### src/rtl/dmem_port_arbiter_pkg.sv
// Shared memory-port types: access sizes, bus commands, arbiter states
// and the latched request packet.
package dmem_port_arbiter_pkg;

    localparam int DATA_W = 32;
    localparam int ID_W   = 3;

    typedef enum logic [1:0] {
        BYTE   = 2'h0,
        HALF   = 2'h1,
        WORD   = 2'h2,
        DOUBLE = 2'h3
    } MEM_SIZE;

    typedef enum logic [1:0] {
        BUS_NONE  = 2'h0,
        BUS_LOAD  = 2'h1,
        BUS_STORE = 2'h2
    } BUS_COMMAND;

    typedef enum logic [1:0] {
        IDLE,
        ISSUE,
        WAIT,
        DRAIN
    } ARB_STATE;

    typedef struct packed {
        logic [DATA_W-1:0] addr;
        logic [DATA_W-1:0] data;
        MEM_SIZE           size;
        logic              is_store;
        logic [ID_W-1:0]   id;
    } MEM_REQ_PACKET;

    function automatic logic [63:0] size_mask(input MEM_SIZE size);
        case (size)
            BYTE:    return 64'h0000_0000_0000_00ff;
            HALF:    return 64'h0000_0000_0000_ffff;
            WORD:    return 64'h0000_0000_ffff_ffff;
            default: return '1;
        endcase
    endfunction

endpackage

### src/rtl/dmem_port_arbiter_if.sv
// Requester and memory-side signals of the shared data-memory port.
interface dmem_port_arbiter_if
#(
    parameter int NUM_LD = 2,
    parameter int XLEN   = dmem_port_arbiter_pkg::DATA_W,
    parameter int TAG_W  = 4
);
    import dmem_port_arbiter_pkg::*;

    logic                     squash;
    logic [NUM_LD-1:0]        ld_req_valid;
    logic [NUM_LD*XLEN-1:0]   ld_req_addr;
    logic [NUM_LD*2-1:0]      ld_req_size;
    logic [NUM_LD-1:0]        ld_req_ready;
    logic [NUM_LD-1:0]        ld_resp_valid;
    logic [XLEN-1:0]          ld_resp_data;
    logic                     st_req_valid;
    logic [XLEN-1:0]          st_req_addr;
    logic [XLEN-1:0]          st_req_data;
    MEM_SIZE                  st_req_size;
    logic                     st_req_ready;
    BUS_COMMAND               proc2mem_command;
    logic [XLEN-1:0]          proc2mem_addr;
    logic [63:0]              proc2mem_data;
    MEM_SIZE                  proc2mem_size;
    logic [TAG_W-1:0]         mem2proc_response;
    logic [63:0]              mem2proc_data;
    logic [TAG_W-1:0]         mem2proc_tag;

    modport master (
        output squash, ld_req_valid, ld_req_addr, ld_req_size,
               st_req_valid, st_req_addr, st_req_data, st_req_size,
               mem2proc_response, mem2proc_data, mem2proc_tag,
        input  ld_req_ready, ld_resp_valid, ld_resp_data, st_req_ready,
               proc2mem_command, proc2mem_addr, proc2mem_data, proc2mem_size
    );

    modport slave (
        input  squash, ld_req_valid, ld_req_addr, ld_req_size,
               st_req_valid, st_req_addr, st_req_data, st_req_size,
               mem2proc_response, mem2proc_data, mem2proc_tag,
        output ld_req_ready, ld_resp_valid, ld_resp_data, st_req_ready,
               proc2mem_command, proc2mem_addr, proc2mem_data, proc2mem_size
    );

endinterface

### src/rtl/dmem_port_arbiter_rr_arbiter.sv
// N-way round-robin pick; the search begins at an externally held pointer
// so the owner decides when the priority rotates.
module rr_arbiter
#(
    parameter  int N     = 3,
    localparam int PTR_W = (N > 1) ? $clog2(N) : 1
)
(
    input  logic [N-1:0]     req,
    input  logic [PTR_W-1:0] ptr,
    output logic [N-1:0]     grant,
    output logic             valid,
    output logic [PTR_W-1:0] idx
);

    always_comb begin
        int slot;
        grant = '0;
        valid = 1'b0;
        idx   = '0;
        slot  = 0;
        for (int i = 0; i < N; i++) begin
            slot = (int'(ptr) + i) % N;
            if (!valid && req[slot]) begin
                valid       = 1'b1;
                grant[slot] = 1'b1;
                idx         = PTR_W'(slot);
            end
        end
    end

endmodule

### src/rtl/dmem_port_arbiter.sv
// Shares the single tagged memory port between NUM_LD load requesters and
// the retiring store, with one transaction outstanding at a time.
module dmem_port_arbiter
    import dmem_port_arbiter_pkg::*;
#(
    parameter int NUM_LD = 2,
    parameter int XLEN   = dmem_port_arbiter_pkg::DATA_W,
    parameter int TAG_W  = 4
)
(
    input logic               clock,
    input logic               reset,
    dmem_port_arbiter_if.slave bus
);

    localparam int N     = NUM_LD + 1;
    localparam int PTR_W = (N > 1) ? $clog2(N) : 1;

    ARB_STATE         state, state_next;
    logic [PTR_W-1:0] rr_ptr, rr_ptr_next;
    MEM_REQ_PACKET    cur, cur_next, cand;
    logic [TAG_W-1:0] tag, tag_next;

    logic [N-1:0]     req, grant;
    logic             pick_valid;
    logic [PTR_W-1:0] pick_idx;
    logic             accepted, tag_hit;
    logic [63:0]      shifted;

    // Store occupies the top slot; a flush makes every load ineligible.
    assign req = {bus.st_req_valid, bus.ld_req_valid & ~{NUM_LD{bus.squash}}};

    rr_arbiter #(.N(N)) u_rr (
        .req   (req),
        .ptr   (rr_ptr),
        .grant (grant),
        .valid (pick_valid),
        .idx   (pick_idx)
    );

    assign accepted = bus.mem2proc_response != '0;
    assign tag_hit  = (bus.mem2proc_tag == tag) && (tag != '0);
    assign shifted  = bus.mem2proc_data >> {cur.addr[2:0], 3'b000};

    always_comb begin
        cand = '0;
        if (pick_idx == PTR_W'(NUM_LD)) begin
            cand.addr     = bus.st_req_addr;
            cand.data     = bus.st_req_data;
            cand.size     = bus.st_req_size;
            cand.is_store = 1'b1;
        end else begin
            for (int i = 0; i < NUM_LD; i++) begin
                if (pick_idx == PTR_W'(i)) begin
                    cand.addr = bus.ld_req_addr[i*XLEN +: XLEN];
                    cand.size = MEM_SIZE'(bus.ld_req_size[i*2 +: 2]);
                end
            end
        end
        cand.id = ID_W'(pick_idx);
    end

    // NOTE: sequential state uses non-blocking assignments so every flop samples pre-edge values.
    always_ff @(posedge clock) begin
        if (reset) begin
            state  <= IDLE;
            rr_ptr <= '0;
            cur    <= '0;
            tag    <= '0;
        end else begin
            state  <= state_next;
            rr_ptr <= rr_ptr_next;
            cur    <= cur_next;
            tag    <= tag_next;
        end
    end

    // NOTE: every next-state and output gets a default first so no path infers a latch.
    always_comb begin
        state_next            = state;
        rr_ptr_next           = rr_ptr;
        cur_next              = cur;
        tag_next              = tag;
        bus.ld_req_ready      = '0;
        bus.ld_resp_valid     = '0;
        bus.ld_resp_data      = '0;
        bus.st_req_ready      = 1'b0;
        bus.proc2mem_command  = BUS_NONE;
        bus.proc2mem_addr     = '0;
        bus.proc2mem_data     = '0;
        bus.proc2mem_size     = BYTE;

        if (!reset) begin
            unique case (state)
                IDLE: begin
                    if (pick_valid) begin
                        cur_next         = cand;
                        state_next       = ISSUE;
                        bus.ld_req_ready = grant[NUM_LD-1:0];
                    end
                end
                ISSUE: begin
                    bus.proc2mem_command = cur.is_store ? BUS_STORE : BUS_LOAD;
                    bus.proc2mem_addr    = cur.addr;
                    bus.proc2mem_data    = 64'({cur.data, cur.data});
                    bus.proc2mem_size    = cur.size;
                    if (cur.is_store) begin
                        if (accepted) begin
                            bus.st_req_ready = 1'b1;
                            state_next       = IDLE;
                            rr_ptr_next      = '0;
                        end
                    end else if (accepted) begin
                        tag_next   = bus.mem2proc_response;
                        state_next = bus.squash ? DRAIN : WAIT;
                    end else if (bus.squash) begin
                        state_next = IDLE;
                    end
                end
                WAIT: begin
                    // A flush coinciding with the completion simply swallows it.
                    if (bus.squash) begin
                        state_next = tag_hit ? IDLE : DRAIN;
                    end else if (tag_hit) begin
                        for (int i = 0; i < NUM_LD; i++) begin
                            bus.ld_resp_valid[i] = (cur.id == ID_W'(i));
                        end
                        bus.ld_resp_data = XLEN'(shifted & size_mask(cur.size));
                        state_next       = IDLE;
                        rr_ptr_next      = (cur.id == ID_W'(NUM_LD)) ? '0
                                                                     : PTR_W'(cur.id + 1'b1);
                    end
                end
                DRAIN: begin
                    if (tag_hit) state_next = IDLE;
                end
            endcase
        end
    end

endmodule

### src/flat_wrapper.sv
// flat-port wrapper written by rule: the top's interface ports become plain ports
module dmem_port_arbiter_flat import dmem_port_arbiter_pkg::*;
#(
    parameter int NUM_LD = 2,
    parameter int XLEN   = dmem_port_arbiter_pkg::DATA_W,
    parameter int TAG_W  = 4
)
  (clock, reset, bus_squash, bus_ld_req_valid, bus_ld_req_addr, bus_ld_req_size, bus_st_req_valid, bus_st_req_addr, bus_st_req_data, bus_st_req_size, bus_mem2proc_response, bus_mem2proc_data, bus_mem2proc_tag, bus_ld_req_ready, bus_ld_resp_valid, bus_ld_resp_data, bus_st_req_ready, bus_proc2mem_command, bus_proc2mem_addr, bus_proc2mem_data, bus_proc2mem_size);
  dmem_port_arbiter_if #(.NUM_LD(NUM_LD), .XLEN(XLEN), .TAG_W(TAG_W)) bus_i ();
  input logic clock;
  input logic reset;
  input wire logic [$bits(bus_i.squash)-1:0] bus_squash;
  input wire logic [$bits(bus_i.ld_req_valid)-1:0] bus_ld_req_valid;
  input wire logic [$bits(bus_i.ld_req_addr)-1:0] bus_ld_req_addr;
  input wire logic [$bits(bus_i.ld_req_size)-1:0] bus_ld_req_size;
  input wire logic [$bits(bus_i.st_req_valid)-1:0] bus_st_req_valid;
  input wire logic [$bits(bus_i.st_req_addr)-1:0] bus_st_req_addr;
  input wire logic [$bits(bus_i.st_req_data)-1:0] bus_st_req_data;
  input wire logic [$bits(bus_i.st_req_size)-1:0] bus_st_req_size;
  input wire logic [$bits(bus_i.mem2proc_response)-1:0] bus_mem2proc_response;
  input wire logic [$bits(bus_i.mem2proc_data)-1:0] bus_mem2proc_data;
  input wire logic [$bits(bus_i.mem2proc_tag)-1:0] bus_mem2proc_tag;
  output wire logic [$bits(bus_i.ld_req_ready)-1:0] bus_ld_req_ready;
  output wire logic [$bits(bus_i.ld_resp_valid)-1:0] bus_ld_resp_valid;
  output wire logic [$bits(bus_i.ld_resp_data)-1:0] bus_ld_resp_data;
  output wire logic [$bits(bus_i.st_req_ready)-1:0] bus_st_req_ready;
  output wire logic [$bits(bus_i.proc2mem_command)-1:0] bus_proc2mem_command;
  output wire logic [$bits(bus_i.proc2mem_addr)-1:0] bus_proc2mem_addr;
  output wire logic [$bits(bus_i.proc2mem_data)-1:0] bus_proc2mem_data;
  output wire logic [$bits(bus_i.proc2mem_size)-1:0] bus_proc2mem_size;
  assign bus_i.squash = bus_squash;
  assign bus_i.ld_req_valid = bus_ld_req_valid;
  assign bus_i.ld_req_addr = bus_ld_req_addr;
  assign bus_i.ld_req_size = bus_ld_req_size;
  assign bus_i.st_req_valid = bus_st_req_valid;
  assign bus_i.st_req_addr = bus_st_req_addr;
  assign bus_i.st_req_data = bus_st_req_data;
  assign bus_i.st_req_size = bus_st_req_size;
  assign bus_i.mem2proc_response = bus_mem2proc_response;
  assign bus_i.mem2proc_data = bus_mem2proc_data;
  assign bus_i.mem2proc_tag = bus_mem2proc_tag;
  assign bus_ld_req_ready = bus_i.ld_req_ready;
  assign bus_ld_resp_valid = bus_i.ld_resp_valid;
  assign bus_ld_resp_data = bus_i.ld_resp_data;
  assign bus_st_req_ready = bus_i.st_req_ready;
  assign bus_proc2mem_command = bus_i.proc2mem_command;
  assign bus_proc2mem_addr = bus_i.proc2mem_addr;
  assign bus_proc2mem_data = bus_i.proc2mem_data;
  assign bus_proc2mem_size = bus_i.proc2mem_size;
  dmem_port_arbiter #(.NUM_LD(NUM_LD), .XLEN(XLEN), .TAG_W(TAG_W)) u_core (.clock(clock), .reset(reset), .bus(bus_i));
endmodule
### config.mk
export PLATFORM = sky130hd
export DESIGN_NAME = dmem_port_arbiter_flat
export DESIGN_NICKNAME = d
export VERILOG_FILES = /design/src/rtl/dmem_port_arbiter_pkg.sv /design/src/rtl/dmem_port_arbiter_if.sv /design/src/rtl/dmem_port_arbiter_rr_arbiter.sv /design/src/rtl/dmem_port_arbiter.sv /design/src/flat_wrapper.sv
export SDC_FILE = /design/constraint.sdc
export NUM_CORES = 1
export LEC_CHECK = 0
export ABC_AREA = 0
export BUFFER_PORTS_ARGS = -buffer_cell sky130_fd_sc_hd__buf_4
export CORE_AREA = 3 3 135 137
export DETAILED_ROUTE_END_ITERATION = 7
export DIE_AREA = 0 0 138 140
export PLACE_DENSITY = 0.77
export SETUP_SLACK_MARGIN = 0.4
export SLEW_MARGIN = 20
export SYNTH_ARGS = -nofsm -noshare
export SYNTH_HDL_FRONTEND = slang
export SYNTH_SLANG_ARGS = --single-unit
### constraint.sdc
create_clock -name clock -period 7 [get_ports clock]
set_clock_uncertainty 0.2 [all_clocks]
set_input_delay 1.4 -clock clock [delete_from_list [all_inputs] [get_ports clock]]
set_output_delay 1.4 -clock clock [all_outputs]
set_load 0.02 [all_outputs]
Word-level counts from Yosys, hierarchy flattened

Cells that the tools add are included.

Register bits after elaboration: 77
Bits of input ports: 212
Output and inout bits: 137
Word-level logic and storage cells: 139

Add/sub/neg operators: 3
Div/mod/pow operators: 3
Order comparisons: 6
Eq/ne operators: 17
Shifts and indexed selects: 1
Muxes and demuxes: 76
Bitwise operators: 6
Reductions and logical operators: 19

Operators with widths:

| kind                    | number |
|---|---|
| $mux W32                | 14 |
| $mux W64                | 2 |
| $ge A32 B1 Y1 const B   | 3 |
| $lt A32 B4 Y1 const B   | 3 |
| $pmux W32 S3            | 1 |
| $mux W2                 | 33 |
| $mod A32 B3 Y32 const B | 2 |
| $shr A64 B6 Y32         | 1 |
| $and A32 B32 Y32        | 1 |
| $mod A3 B3 Y32 const B  | 1 |
| $mux W1                 | 18 |
| $eq A2 B2 Y1 const B    | 5 |
| $eq A2 B1 Y1 const B    | 4 |
| $ne A2 B1 Y1 const B    | 4 |
| $pmux W2 S4             | 1 |
| $reduce_bool A4 Y1      | 2 |
| $bmux W1 S2             | 3 |
| $demux W1 S2            | 3 |
| $logic_and A1 B1 Y1     | 6 |
| $logic_not A2 Y1        | 3 |
| $reduce_and A3 Y1       | 2 |
| $reduce_and A5 Y1       | 1 |
| $eq A4 B4 Y1            | 1 |
| $or A2 B2 Y2            | 2 |
| 14 further kinds        | 15 |

Logic depth before layout (Yosys ltp)

Depth in word-level cells: 16
Gate-level depth with buffers: 11
Gate-level depth less buffers: 8

By module

A second synthesis with hierarchy kept.

Cell total of the unflattened synthesis: 790
Area total of the unflattened synthesis: 6,466.2 µm²

Modules (own cells, without submodules):

| module            | times used | cells each | area an instance (µm²) | sequential area each (µm²) |
|---|---|---|---|---|
| dmem_port_arbiter | 1          | 738        | 6,084.6                | 1,541.5 |
| rr_arbiter        | 1          | 52         | 381.6                  | 0.0 |

Worst setup path after synthesis

OpenSTA, ideal clock, no wires.

Kind: in2out
Start point: input bus_ld_req_valid[1]
End point: output bus_ld_req_ready[1]
Arrival time: 3,295 ps
Required time: 5,400 ps
Slack: 2,105 ps
Stages on the path: 5
Buffers on the path: 1
Path through: mux2i_1 > o32ai_2 > o31ai_4 > buf_2 > a2111oi_0

Cells in the longest elaborated chain, start to end: 14
Elaborated cells on any way between the ends: 25
Classes of those cells: 18 x mux; 3 x bitwise; 4 x reduce/logical

RTL lines:

| element                                    | RTL line                           | RTL |
|---|---|---|
| start: declaration                         | flat_wrapper.sv:13                 | `input wire logic [$bits(bus_i.ld_req_valid)-1:0] bus_ld_req_valid;` |
| $and A2 B2 Y2 *                            | dmem_port_arbiter.sv:31            | `assign req = {bus.st_req_valid, bus.ld_req_valid & ~{NUM_LD{bus.squash}}};` |
| $bmux W1 S2                                | dmem_port_arbiter_rr_arbiter.sv:24 | `if (!valid && req[slot]) begin` |
| $mux W1 (not written as such) (2 in a row) | dmem_port_arbiter_rr_arbiter.sv:24 |  |
| $mux W1                                    | dmem_port_arbiter_rr_arbiter.sv:24 |  |
| $logic_not A1 Y1                           | dmem_port_arbiter_rr_arbiter.sv:24 |  |
| $logic_and A1 B1 Y1                        | dmem_port_arbiter_rr_arbiter.sv:24 |  |
| $mux W1                                    | dmem_port_arbiter_rr_arbiter.sv:24 |  |
| $logic_not A1 Y1                           | dmem_port_arbiter_rr_arbiter.sv:24 |  |
| $logic_and A1 B1 Y1                        | dmem_port_arbiter_rr_arbiter.sv:24 |  |
| $mux W2 or $mux W1 (tied branches)         | dmem_port_arbiter_rr_arbiter.sv:24 |  |
| $mux W2 *                                  | dmem_port_arbiter.sv:96            | `if (pick_valid) begin` |
| $mux W2 *                                  | dmem_port_arbiter.sv:94            | `unique case (state)` |
| $mux W2 *                                  | dmem_port_arbiter.sv:93            | `if (!reset) begin` |
| end: declaration                           | flat_wrapper.sv:23                 | `output wire logic [$bits(bus_i.ld_req_ready)-1:0] bus_ld_req_ready;` |

Mark *: on every way between the ends. The rest lies on a longest branch, timed or not. The select of a mux whose other input is x is not followed.

Final worst setup path

Start point: input bus_mem2proc_tag[0]
End point: output bus_ld_resp_data[18]

Cells in the longest elaborated chain, start to end: 6

RTL lines:

| element             | RTL line                 | RTL |
|---|---|---|
| start: declaration  | flat_wrapper.sv:22       | `input wire logic [$bits(bus_i.mem2proc_tag)-1:0] bus_mem2proc_tag;` |
| $eq A4 B4 Y1        | dmem_port_arbiter.sv:42  | `assign tag_hit = (bus.mem2proc_tag == tag) && (tag != '0);` |
| $logic_and A1 B1 Y1 | dmem_port_arbiter.sv:42  |  |
| $mux W32            | dmem_port_arbiter.sv:124 | `end else if (tag_hit) begin` |
| $mux W32            | dmem_port_arbiter.sv:122 | `if (bus.squash) begin` |
| $mux W32            | dmem_port_arbiter.sv:94  |  |
| $mux W32            | dmem_port_arbiter.sv:93  |  |
| end: declaration    | flat_wrapper.sv:25       | `output wire logic [$bits(bus_i.ld_resp_data)-1:0] bus_ld_resp_data;` |

No other way between the ends.

==> metrics.csv <==
metric,value,unit
status,"finished, final reports clean",
GRT Resource Usage Total,23.61,%
global-route wire length before repair,36.90,mm
number of max-cap violations,0,
clk sinks,77,
cell mode on critical path,buf_4,
number of synthesized flops with an enable pin,0,
CP max-delay cell,nand2_1,
met2 layer usage reported by global route,40.18,%
worst setup path start,bus_mem2proc_tag[0],
placed cell count,1226,
CP top delay family,simple AND/OR/NAND/NOR gates,
setup TNS,0,ns
Initial Util,36.01,%
vias in the first global route,6691,
worst r2r src,u_core.rr_ptr[0],
Detail Route Antenna Nets,0,
post-CTS setup buffers,0,
worst path arrival time,3.34,ns
min Tclk post-route,4.942,ns
Lkg Pwr,3.818,nW
IO Pins,349,
combinational family with the most area after synthesis,simple AND/OR/NAND/NOR gates,
top-area cell type share of the netlist area,24.92,%
final wirelength,24.12,mm
final count of pins violating max slew,0,
Unique masters post-synth,54,
Final Instance Count excl. Fillers,1243,
CTS tree,done,
mux share of post-synthesis cell area,19.75,%
Setup CP Type,primary input to output port,
core footprint,0.01718,sq mm
Rows,48,
Worst VDD drop,0.1083,mV
HP Class,register to register,
Slew headroom,34.11,%
die area,0.01932,sq mm
Post-Syn Instances,744,
number of nets in the layout,1228,
GRT met1 Usage,28.12,%
HP Start,u_core.cur[21],
crit-path cells,buf_4 -> nor3_1 -> o2111ai_1 -> nor4_1 -> nand2_1 -> nor2_1 -> buf_4,
Synth Area in Compound Gates,21.36,%
final setup vio count,0,
top post-synthesis cells by count,"dfxtp_1, nand2_1, and2_1",
worst-case clock buffer depth,2,
Post-synth ARST share,0,%
global route overflow,0,
CTS buffer count,9,
Pre-Repair DR Iteration Count,5,
clock-pin slew of the registers on the worst-case setup and hold paths,0.06,ns
"Seq/Total Area, Yosys",24.92,%
Routed wire per std cell,19.41,um
pre-CTS setup slack,2.061,ns
Global Route met3 Usage,6.453,%
GP Congestion,0.9135,
Critical Path End Type,output port,
H-tree depth,3,
Post-CTS Hold Buffers,0,
CP required,5.40,ns
largest area contributor in the netlist,dfxtp_1,
simple-gate portion of the synthesized area,23.39,%
number of port buffers,348,
HPWL after detailed placement,18.41,mm
Power Density,176.2,mW/mm^2
Post-route DRC,0,
Die Wd,138,um
post-synthesis register bit count,77,
ys flop type,dfxtp_1,
worst setup slack after layout,2.058,ns
Synth area leaders,"dfxtp_1, mux4_2, and2_1",
"Area growth, synth to finish",44.55,%
Syn. warnings,0,
fmax,202.4,MHz
Final period util,70.60,%
Die Y,140,um
Post-Synth Adder-Cell Area,0.8092,%
post-DR vias/cell,5.471,
synthesized area per cell,8.313,sq um
"slowest stage delay, CP",0.50,ns
Synth Area in XOR/XNOR,0.5665,%
crit path buf inv count,2,
maximum fanout along the worst path,16,
drt first-iter violations,302,
clk_lat worst skew,0.34,ns
initial antenna violation count,2,
pin count of the biggest net entering global routing,83,
layout cells sized above 1,42.58,%
Post-Syn Nets,960,
worst slew pin tran,0.9872,ns
unrepaired setup endpoints after global routing,false,
"Cell Area, Synth",0.006185,sq mm
Worst Setup Start Kind,primary input,
PostCTS Resize Cnt,0,
via count,6801,
root buffer cell,clkbuf_16,
final hold vios,0,
GR peak layer,met2,
## worst paths after layout
path	to	cells past startpoint	slack, ns
max reg2reg	u_core.cur[52]	8	3.30
min	u_core.cur[21]	2	0.25
max	bus_ld_resp_data[18]	7	2.06
min reg2reg	u_core.cur[21]	2	0.25
## worst min-delay path: cells and delay by family (launching register included)
family	cells	cell delay (ns)
DFF	1	0.30
and+or+nand+nor	1	0.05
AOI/OAI and AO/OA	1	0.05
## sequential cells by signal, summed over array words and instances, names as in the netlist
signal	flops
u_core.cur	69
u_core.tag	4
u_core.rr_ptr	2
u_core.state	2
## cell type report
| cell class | count | area, sq um |
|---|---|---|
| antenna | 1 | 2.502 |
| clock buffer | 10 | 239.0 |
| clock inverter | 6 | 93.84 |
| fill | 1640 | 8237 |
| inverter | 4 | 15.01 |
| multi-input combinational | 564 | 4089 |
| sequential | 77 | 1546 |
| tap | 225 | 281.5 |
| timing repair buffer | 356 | 2673 |
## where the power goes
part           leakage (nW)  switching (mW)  internal (mW)
Sequential            0.630          0.0434          0.482
Clock                 0.160           0.201          0.325
Combinational          3.03           0.273          0.251
## per-layer routing
layer	part of all wire, %	up-vias
met5	0.054	-
met4	3.1	2
met3	8.7	43
met2	49	320
met1	39	3224
li1	-	3212
## metrics by stage
stage               util, %  hold WS [ns]  cell area [sq um]  total power [mW]
global placement      50.08        0.2342               8602             1.050
CTS                   52.02        0.2473               8935             1.583
finish                52.05        0.2466               8940             1.575
floorplan                 -        0.2273               6185            0.8604
global route          52.05        0.2703               8940             1.652
detailed placement    50.08        0.2388               8602             1.057
## cells in the final DEF (no fill, tap or decap), drive strengths merged, types with 5 or more instances in the layout
cell,count
buf,356
nand2,77
dfxtp,77
and2,67
a21oi,61
nor2,55
o21ai,42
mux2i,41
a22oi,35
nand3,33
mux4,32
o211ai,18
nand3b,16
o41ai,14
nor3,10
clkbuf,10
mux2,8
nor2b,7
nor4,5
## cells by family (layout without fill, tap and decap cells)
group	count (synthesis)	after routing
and+or+nand+nor	285	285
AOI/OAI and AO/OA	190	190
buffers and inverters	103	376
muxes	81	81
DFF	77	77
adders and majority gates	4	4
xor gates and xnor gates	4	4
other	0	1
No activity file was read; power rests on OpenSTA's default activity.
